### src/rtl/register_formatter.sv
// register_formatter
//   Turns a 5-bit register number into the 4-character ASCII token
//   <prefix><tens><ones><delim>, e.g. 7 -> "r07 ", 31 -> "r31,".
//   The digits always have a leading zero, so the token is always legal
//   input to the register parser. One character is offered per cycle on a
//   valid/ready stream. The next request can be taken on the delimiter
//   handshake, so back-to-back tokens form a continuous stream.
//
// Parameters
//   UPPERCASE  0 -> prefix "r" (0x72), 1 -> prefix "R" (0x52)
//
// Ports
//   clk_in     in   1  clock; all state changes on the rising edge
//   rst_in     in   1  synchronous active-high reset
//   in_valid   in   1  a register number is offered
//   register   in   5  register number 0-31
//   delim_sel  in   1  delimiter: 0 -> " ", 1 -> ","
//   in_ready   out  1  request is accepted this cycle if in_valid
//   out_valid  out  1  out_char holds a character
//   out_char   out  8  ASCII character, 0x00 when idle
//   out_ready  in   1  downstream takes out_char this cycle
//   done_flag  out  1  high on the cycle the delimiter is consumed
module register_formatter #(
  parameter bit UPPERCASE = 1'b0
) (
  input  logic       clk_in,
  input  logic       rst_in,
  input  logic       in_valid,
  input  logic [4:0] register,
  input  logic       delim_sel,
  output logic       in_ready,
  output logic       out_valid,
  output logic [7:0] out_char,
  input  logic       out_ready,
  output logic       done_flag
);

  typedef enum logic [2:0] {
    IDLE,
    EMIT_PREFIX,
    EMIT_TENS,
    EMIT_ONES,
    EMIT_DELIM
  } state_t;

  localparam logic [7:0] PREFIX_CHAR = UPPERCASE ? 8'h52 : 8'h72;

  state_t     state, state_nxt;
  logic [4:0] reg_q;
  logic       delim_q;
  logic       accept;
  logic [1:0] tens;
  logic [4:0] tens_x10;
  logic [3:0] ones;

  // Decimal split by range compare. Only the low nibble of the subtraction
  // matters because the remainder is always below 10, so the subtraction
  // is done modulo 16.
  always_comb begin
    tens     = 2'd0;
    tens_x10 = 5'd0;
    if (reg_q >= 5'd30) begin
      tens     = 2'd3;
      tens_x10 = 5'd30;
    end else if (reg_q >= 5'd20) begin
      tens     = 2'd2;
      tens_x10 = 5'd20;
    end else if (reg_q >= 5'd10) begin
      tens     = 2'd1;
      tens_x10 = 5'd10;
    end
    ones = reg_q[3:0] - tens_x10[3:0];
  end

  // Next state and outputs. out_char is built only from the state register
  // and the latched request, so it cannot glitch with the live inputs.
  always_comb begin
    state_nxt = state;
    in_ready  = 1'b0;
    out_valid = 1'b0;
    out_char  = 8'h00;
    done_flag = 1'b0;
    unique case (state)
      IDLE: begin
        in_ready = 1'b1;
        if (in_valid) state_nxt = EMIT_PREFIX;
      end
      EMIT_PREFIX: begin
        out_valid = 1'b1;
        out_char  = PREFIX_CHAR;
        if (out_ready) state_nxt = EMIT_TENS;
      end
      EMIT_TENS: begin
        out_valid = 1'b1;
        out_char  = 8'h30 | {6'd0, tens};
        if (out_ready) state_nxt = EMIT_ONES;
      end
      EMIT_ONES: begin
        out_valid = 1'b1;
        out_char  = 8'h30 | {4'd0, ones};
        if (out_ready) state_nxt = EMIT_DELIM;
      end
      EMIT_DELIM: begin
        out_valid = 1'b1;
        out_char  = delim_q ? 8'h2C : 8'h20;
        // The next request may enter on the delimiter handshake, so a
        // new token starts on the very next cycle.
        in_ready  = out_ready;
        done_flag = out_ready;
        if (out_ready) state_nxt = in_valid ? EMIT_PREFIX : IDLE;
      end
      default: state_nxt = IDLE;
    endcase
  end

  assign accept = in_valid && in_ready;

  // Reset takes priority over accept: a request offered while reset is
  // asserted is dropped, and an interrupted token does not resume.
  always_ff @(posedge clk_in) begin
    if (rst_in) begin
      state   <= IDLE;
      reg_q   <= 5'd0;
      delim_q <= 1'b0;
    end else begin
      state <= state_nxt;
      if (accept) begin
        reg_q   <= register;
        delim_q <= delim_sel;
      end
    end
  end

endmodule

### config.mk
export PLATFORM = sky130hd
export DESIGN_NAME = register_formatter
export DESIGN_NICKNAME = d
export VERILOG_FILES = /design/src/rtl/register_formatter.sv
export SDC_FILE = /design/constraint.sdc
export NUM_CORES = 1
export LEC_CHECK = 0
export CORE_MARGIN = 2
export CORE_UTILIZATION = 45
export CTS_BUF_LIST = sky130_fd_sc_hd__clkbuf_8 sky130_fd_sc_hd__clkbuf_16
export CTS_CLUSTER_SIZE = 28
export DETAILED_ROUTE_END_ITERATION = 10
export PLACE_DENSITY = 0.91
export SLEW_MARGIN = 30
export SYNTH_ARGS = -nofsm -noshare
export SYNTH_HDL_FRONTEND = slang
export SYNTH_SLANG_ARGS = --single-unit
### constraint.sdc
create_clock -name clk_in -period 5.2 [get_ports clk_in]
set_input_delay 0.52 -clock clk_in [delete_from_list [all_inputs] [get_ports clk_in]]
set_output_delay 0.52 -clock clk_in [all_outputs]
set_load 0.02 [all_outputs]
==> results.ini, run 1 <==
[die]
core-area_um2 = 1269
ios = 21
std_cell_rows = 13
dieArea_um2 = 1643
die_x_um = 40.53
initial_core_util_pct = 47.34
die_h_um = 40.53

[layout]
syn_to_final_growth_pct = 37.50
drive_gt1_share_pct = 7.447
seq_area_um2 = 180.2
multiInputGateArea_um2 = 365.4
finalNetCount = 107
diodes = 0
fill_cells = 106
final_area_um2 = 825.8

[power]
totalPowerFinal_w = 0.0002391
intPower_w = 0.0001641
p_comb_share_pct = 31.9
p_leak_nw = 0.3494
pwr-share-seq_pct = 34.9
cellPowerDensity_nw_per_um2 = 289.5
power.switching_w = 0.00007502
pwr-share-clk_pct = 33.3
peakVddDrop_uv = 166.7
swShare_pct = 31.37

[synth]
synth_fp_nets = 88
syn_inst = 76
synth-seq-cells = 9
synth_edf_count = 0
syn_area_um2 = 600.6
synth_commonest_cells = nor2_1, dfxtp_1, mux2i_1, inv_1, nand2_1
syn-mean-instance-area_um2 = 7.902
yosysTopAreaCell = dfxtp_1
synth-main-ff-cell = dfxtp_1
yosys_warnings = 0
yosysSeqAreaShare_pct = 30.00
synth_cell_type_count = 30
synth_area_leaders = dfxtp_1, mux2i_1, nor2_1
postSynth.asyncResetShare_pct = 0
synth.top_cell.area_share_pct = 30.00
synth.most_common_cell = nor2_1

[grt]
grt_pass1_vias = 519
grt_max_degree = 11
gr-total-overflow = 0
track_usage_pct = 20.39
antenna_found_initial = 0
grt_pass1_wl_mm = 2.180

[critical_path]
r2r_end = reg_q[2]
cp-endpoint = out_char[3]
crit_arrival_ns = 2.56
crit_type = flop to primary output
cp.required_ns = 4.68
end_kind = primary output
reg2regPathDepth = 4
rr_startpoint = state[1]
cp_max_fo = 6
cp-start-kind = flop
startpoint = reg_q[4]
reg2reg_slack_ns = 3.88

[clock_network]
cts_resized = 0
htree_levels = 1
cts_made_buffers = 3
path_clk_slew_ns = 0.05
tritoncts = built
cts_root_buf = clkbuf_8
clk_latency_ns = 0.23
postCtsSetupBuffers = 0
ctsHoldBuffers = 0
clock_sinks = 9
cts_max_path_buffers = 2

[sta]
min_period_over_period_pct = 59.21
holdWs_ns = 0.5111
finalMaxSlewViolations = 0
setup_viol_count_final = 0
hold_viol = 0
fmax_mhz = 324.8
finClkSkew_ns = 0.001135
period_minus_slack_ns = 3.079
rsz0062_at_grt = false
fin_setup_tns_ns = 0

[hold_path]
hold_depth = 2
hold_class = flop to flop

[placement]
io_buffers = 19
dpl_cell_area_um2 = 780.7
dp_hpwl_um = 953.5
gp_congestion = 0.8460

[drt]
wl_mm = 1.337
wl_per_cell_um = 12.27
drtAntennaViolNets = 0
drc = 0
via_per_inst = 5.321
drt-initial-drc-count = 12
first_pass_iters = 4
vias = 580

[run]
drv_cap = 0

[status]
status = completed

cell families (layout without fill, tap and decap cells):
| family | Yosys count | after routing | synth area share (%) |
|---|---|---|---|
| multiplexers | 7 | 7 | 11.67 |
| AND/OR/NAND/NOR | 30 | 30 | 25.00 |
| buffers and inverters | 12 | 30 | 9.165 |
| other | 1 | 1 | 0.6244 |
| adder cells (fa/ha/maj) | 3 | 3 | 6.041 |
| XOR/XNOR | 2 | 2 | 2.917 |
| flip-flops | 9 | 9 | 30.00 |
| AO/OA/AOI/OAI | 12 | 12 | 14.58 |
per-layer routing:
layer | wire length, um | global-route usage, %
met1 | 612 | 24.17
met2 | 666 | 33.73
met3 | 42 | 3.333
met4 | 17 | 12.50
met5 | 0 | 0
critical path: stages, from the launching register on:
cell and delay (ns):
dfxtp_1 0.42, inv_1 0.11, maj3_2 0.31, nand2_1 0.07, o21ai_0 0.08, ha_1 0.19
inv_1 0.06, ha_1 0.16, a21oi_1 0.05, o31ai_1 0.25, clkdlybuf4s50_1 0.65
per-stage QoR:
step,setup WS (ns),utilization (%),cells
6_report,2.121,65.09,109
5_1_grt,2.008,65.09,109
4_1_cts,2.128,65.09,109
3_3_place_gp,2.426,61.54,105
2_1_floorplan,2.827,-,76
3_5_place_dp,2.411,61.54,105
final cells by class:
class | count | area share [%]
clock inverter | 1 | 0.4545
timing repair buffer | 19 | 23.03
inverter | 7 | 3.182
sequential | 9 | 21.82
tap | 15 | 2.273
clock buffer | 3 | 5.000
multi-input combinational | 55 | 44.24
sequential cells by signal, summed over array words and instances (netlist names):
register and flops:
reg_q 5, delim_q 1, state 3
how the worst min path moves through the flow:
| stage | start | end | slack [ns] |
|---|---|---|---|
| after global placement | delim_q | delim_q | 0.48 |
| after CTS | reg_q[0] | reg_q[0] | 0.51 |
| after global routing | delim_q | delim_q | 0.56 |
| after floorplan | delim_q | delim_q | 0.46 |
| final | delim_q | delim_q | 0.51 |
| after detailed placement | delim_q | delim_q | 0.50 |
cells in the final DEF, fill, tap and decap left out, drive strengths merged:
master	count
conb	1
nor2	15
a2111oi	1
nor3	3
a21oi	2
o31a	1
mux2i	7
dfxtp	9
nand3b	1
nand2b	3
a22oi	1
nand2	5
o21ai	2
ha	2
and3	1
maj3	1
and2b	1
a311oi	2
clkbuf	3
a221oi	1
inv	8
nand3	1
o31ai	1
clkdlybuf4s50	19
xnor2	2
a21boi	1
power groups by stage:
stage | combinational, W | clock, W | sequential [W]
global route | 0.0000831 | 0.0000842 | 0.0000842
floorplan | 0.0000523 | 0 | 0.0000803
global placement | 0.0000743 | 0 | 0.0000838
CTS | 0.0000766 | 0.0000796 | 0.0000830
detailed placement | 0.0000758 | 0 | 0.0000842
finish | 0.0000762 | 0.0000795 | 0.0000834
Note: power is estimated with default switching activity, not from simulation.
==> run 2, diff against run 1 <==
--- a/config.mk
+++ b/config.mk
@@ -6,11 +6,11 @@
 export NUM_CORES = 1
 export LEC_CHECK = 0
 export CORE_MARGIN = 2
-export CORE_UTILIZATION = 45
+export CORE_UTILIZATION = 38
 export CTS_BUF_LIST = sky130_fd_sc_hd__clkbuf_8 sky130_fd_sc_hd__clkbuf_16
 export CTS_CLUSTER_SIZE = 28
 export DETAILED_ROUTE_END_ITERATION = 10
-export PLACE_DENSITY = 0.91
+export PLACE_DENSITY = 0.83
 export SLEW_MARGIN = 30
 export SYNTH_ARGS = -nofsm -noshare
 export SYNTH_HDL_FRONTEND = slang
==> constraint.sdc (replaced) <==
create_clock -name clk_in -period 2.8 [get_ports clk_in]
set_input_delay 0.28 -clock clk_in [delete_from_list [all_inputs] [get_ports clk_in]]
set_output_delay 0.28 -clock clk_in [all_outputs]
set_load 0.02 [all_outputs]
==> results.ini, run 2 (synthesized netlist as in run 1, its figures left out) <==
[run]
drv_cap = 0  ; unchanged

[critical_path]
crit_type = flop to primary output
rr_startpoint = state[2]
cp_slowest_cell = clkdlybuf4s50_1
cp_max_fo = 6  ; unchanged
crit_arrival_ns = 2.35  ; -0.21 ns
critPathMostFrequentCell = nand2_1
reg2reg_slack_ns = 1.50  ; -2.38 ns
end_kind = primary output
reg2regPathDepth = 4  ; unchanged
cp.required_ns = 2.52  ; -2.16 ns
cp-start-kind = flop
r2r_end = reg_q[1]
worstPathCellList = inv_1 -> maj3_2 -> nand2_1 -> o21ai_0 -> ha_1 -> inv_1 -> ha_1 -> nand2_1 -> nand2_1 -> clkdlybuf4s50_1
max_stage_delay_ns = 0.53  ; -0.12 ns

[drt]
first_pass_iters = 4  ; unchanged
via_per_inst = 5.164  ; -3.0%
drc = 0  ; unchanged
wl_mm = 1.285  ; -3.9%
drt-initial-drc-count = 13  ; +1
drtAntennaViolNets = 0  ; unchanged
vias = 568  ; -2.1%
wl_per_cell_um = 11.68  ; -4.8%

[sta]
fmax_mhz = 380.1
rsz0062_at_grt = false
finalMaxSlewViolations = 0  ; unchanged
fin_setup_tns_ns = 0  ; unchanged
hold_viol = 0  ; unchanged
min_period_over_period_pct = 93.97
finClkSkew_ns = 0.006221  ; +0.005086 ns
setup_viol_count_final = 0  ; unchanged
holdWs_ns = 0.4977  ; -0.01334 ns
period_minus_slack_ns = 2.631

[clock_network]
clk_latency_ns = 0.23  ; about the same
htree_levels = 1  ; unchanged
cts_root_buf = clkbuf_8
cts_max_path_buffers = 2  ; unchanged
postCtsSetupBuffers = 0  ; unchanged
cts_made_buffers = 3  ; unchanged
tritoncts = built
path_clk_slew_ns = 0.05  ; about the same
clock_sinks = 9  ; unchanged

[layout]
largest_reg_flops = 5  ; unchanged
drive_gt1_share_pct = 7.447  ; unchanged
largest_registers = reg_q x5, state x3, delim_q x1
layout_common_cells = clkdlybuf4s50_1, nor2_1, dfxtp_1
finalNetCount = 107  ; unchanged
diodes = 0  ; unchanged
final_common_cell = clkdlybuf4s50_1
syn_to_final_growth_pct = 37.92
fill_cells = 129  ; +22%
regMostFlops = reg_q

[die]
dieArea_um2 = 1915  ; +17%
ios = 21  ; unchanged
die_x_um = 43.76  ; +8.0%
core-area_um2 = 1489  ; +17%
die_h_um = 43.76  ; +8.0%
std_cell_rows = 14  ; +1
initial_core_util_pct = 40.34  ; -7.0 points

[placement]
io_buffers = 19  ; unchanged
dp_hpwl_um = 999.7  ; +4.8%
gp_congestion = 0.8835  ; +4.4%

[power]
peakVddDrop_uv = 414.5  ; +150%
p_comb_share_pct = 31.9  ; about the same
pwr-share-seq_pct = 34.8  ; about the same
cellPowerDensity_nw_per_um2 = 533.5  ; +84%
p_leak_nw = 0.3679  ; +5.3%
pwr-share-clk_pct = 33.3  ; about the same
power.switching_w = 0.0001377  ; +84%
swShare_pct = 31.16  ; -0.21 points
intPower_w = 0.0003042  ; +85%

[hold_path]
min-delay-start = delim_q
hold_depth = 2  ; unchanged
hold-path-endpoint = delim_q
hold_class = flop to flop

[grt]
grt_max_degree = 11  ; unchanged
gr-total-overflow = 0  ; unchanged
grt_pass1_wl_mm = 2.145  ; -1.6%
antenna_found_initial = 0  ; unchanged
grt_pass1_vias = 519  ; unchanged
track_usage_pct = 15.23  ; -5.2 points

[status]
status = completed

## run 2: cell count changes in the layout (fill, tap and decap cells not counted)
cell	previous run	this run
dlygate4sd2_1	0	1
dlymetal6s2s_1	0	1
clkdlybuf4s50_1	19	17
## run 2: per-stage QoR
stage,power (W),instances,area (um2),worst slack [ns],util [%]
6_report,0.0004419,110,828.3,0.1689,55.63
5_1_grt,0.0004651,110,828.3,0.03962,55.63
2_1_floorplan,0.0002462,76,600.6,0.6673,-
4_1_cts,0.0004456,110,825.8,0.08605,55.46
3_3_place_gp,0.0002941,106,782.0,0.2772,52.52
3_5_place_dp,0.0002963,106,782.0,0.2412,52.52
## run 2: how the worst max path moves through the flow
stage / from / end / slack [ns] / cells after the start
floorplan: reg_q[4] / out_char[3] / 0.67 / 9
CTS: reg_q[4] / out_char[1] / 0.09 / 7
global placement: reg_q[4] / out_char[3] / 0.28 / 10
finish: reg_q[4] / out_char[2] / 0.17 / 10
detailed placement: reg_q[4] / out_char[3] / 0.24 / 10
global route: reg_q[4] / out_char[2] / 0.04 / 10
## run 2: what timing repair did
item | in CTS | in global routing
endpoints found under the setup margin | 1 | 1
resized for setup | 1 | 1
hold endpoints to repair | 0 | 0
hold buffers | 0 | 0
## run 2: final cells by class
class | count | area [um2] | area share (%)
Clock buffer | 3 | 41.29 | 4.985
Clock inverter | 1 | 3.754 | 0.4532
Inverter | 7 | 26.28 | 3.172
Multi-Input combinational cell | 55 | 365.4 | 44.11
Sequential cell | 9 | 180.2 | 21.75
Tap cell | 16 | 20.02 | 2.417
Timing Repair Buffer | 19 | 191.4 | 23.11
## run 2: critical path: cells and delay by family, from the launching register on
kind | cells | cell delay (ns)
buffers and inverters | 3 | 0.70
AO/OA/AOI/OAI | 1 | 0.09
flip-flops | 1 | 0.41
AND/OR/NAND/NOR | 3 | 0.16
adder cells (fa/ha/maj) | 3 | 0.74
## run 2: power groups by stage
stage	clock (W)	sequential, W	combinational (W)
global route	0.000157	0.000155	0.000153
CTS	0.000150	0.000154	0.000142
global placement	0	0.000156	0.000138
floorplan	0	0.000149	0.0000971
detailed placement	0	0.000156	0.000140
finish	0.000147	0.000154	0.000141
## run 2: layer usage
| layer | part of all wire [%] | up-vias | global-route usage, % |
|---|---|---|---|
| li1 | - | 297 | - |
| met1 | 43 | 254 | 18.77 |
| met2 | 50 | 15 | 25.00 |
| met3 | 5.1 | 2 | 4.583 |
| met4 | 1.1 | 0 | 5.455 |
| met5 | 0 | - | 0 |
==> run 3, diff against run 2 <==
--- a/config.mk
+++ b/config.mk
@@ -5,9 +5,11 @@
 export SDC_FILE = /design/constraint.sdc
 export NUM_CORES = 1
 export LEC_CHECK = 0
+export CAP_MARGIN = 20
 export CORE_MARGIN = 2
 export CORE_UTILIZATION = 38
 export CTS_BUF_LIST = sky130_fd_sc_hd__clkbuf_8 sky130_fd_sc_hd__clkbuf_16
+export CTS_CLUSTER_DIAMETER = 200
 export CTS_CLUSTER_SIZE = 28
 export DETAILED_ROUTE_END_ITERATION = 10
 export PLACE_DENSITY = 0.83
==> results of run 3 <==
The final DEF is identical to that of run 2; final timing and power are the same.
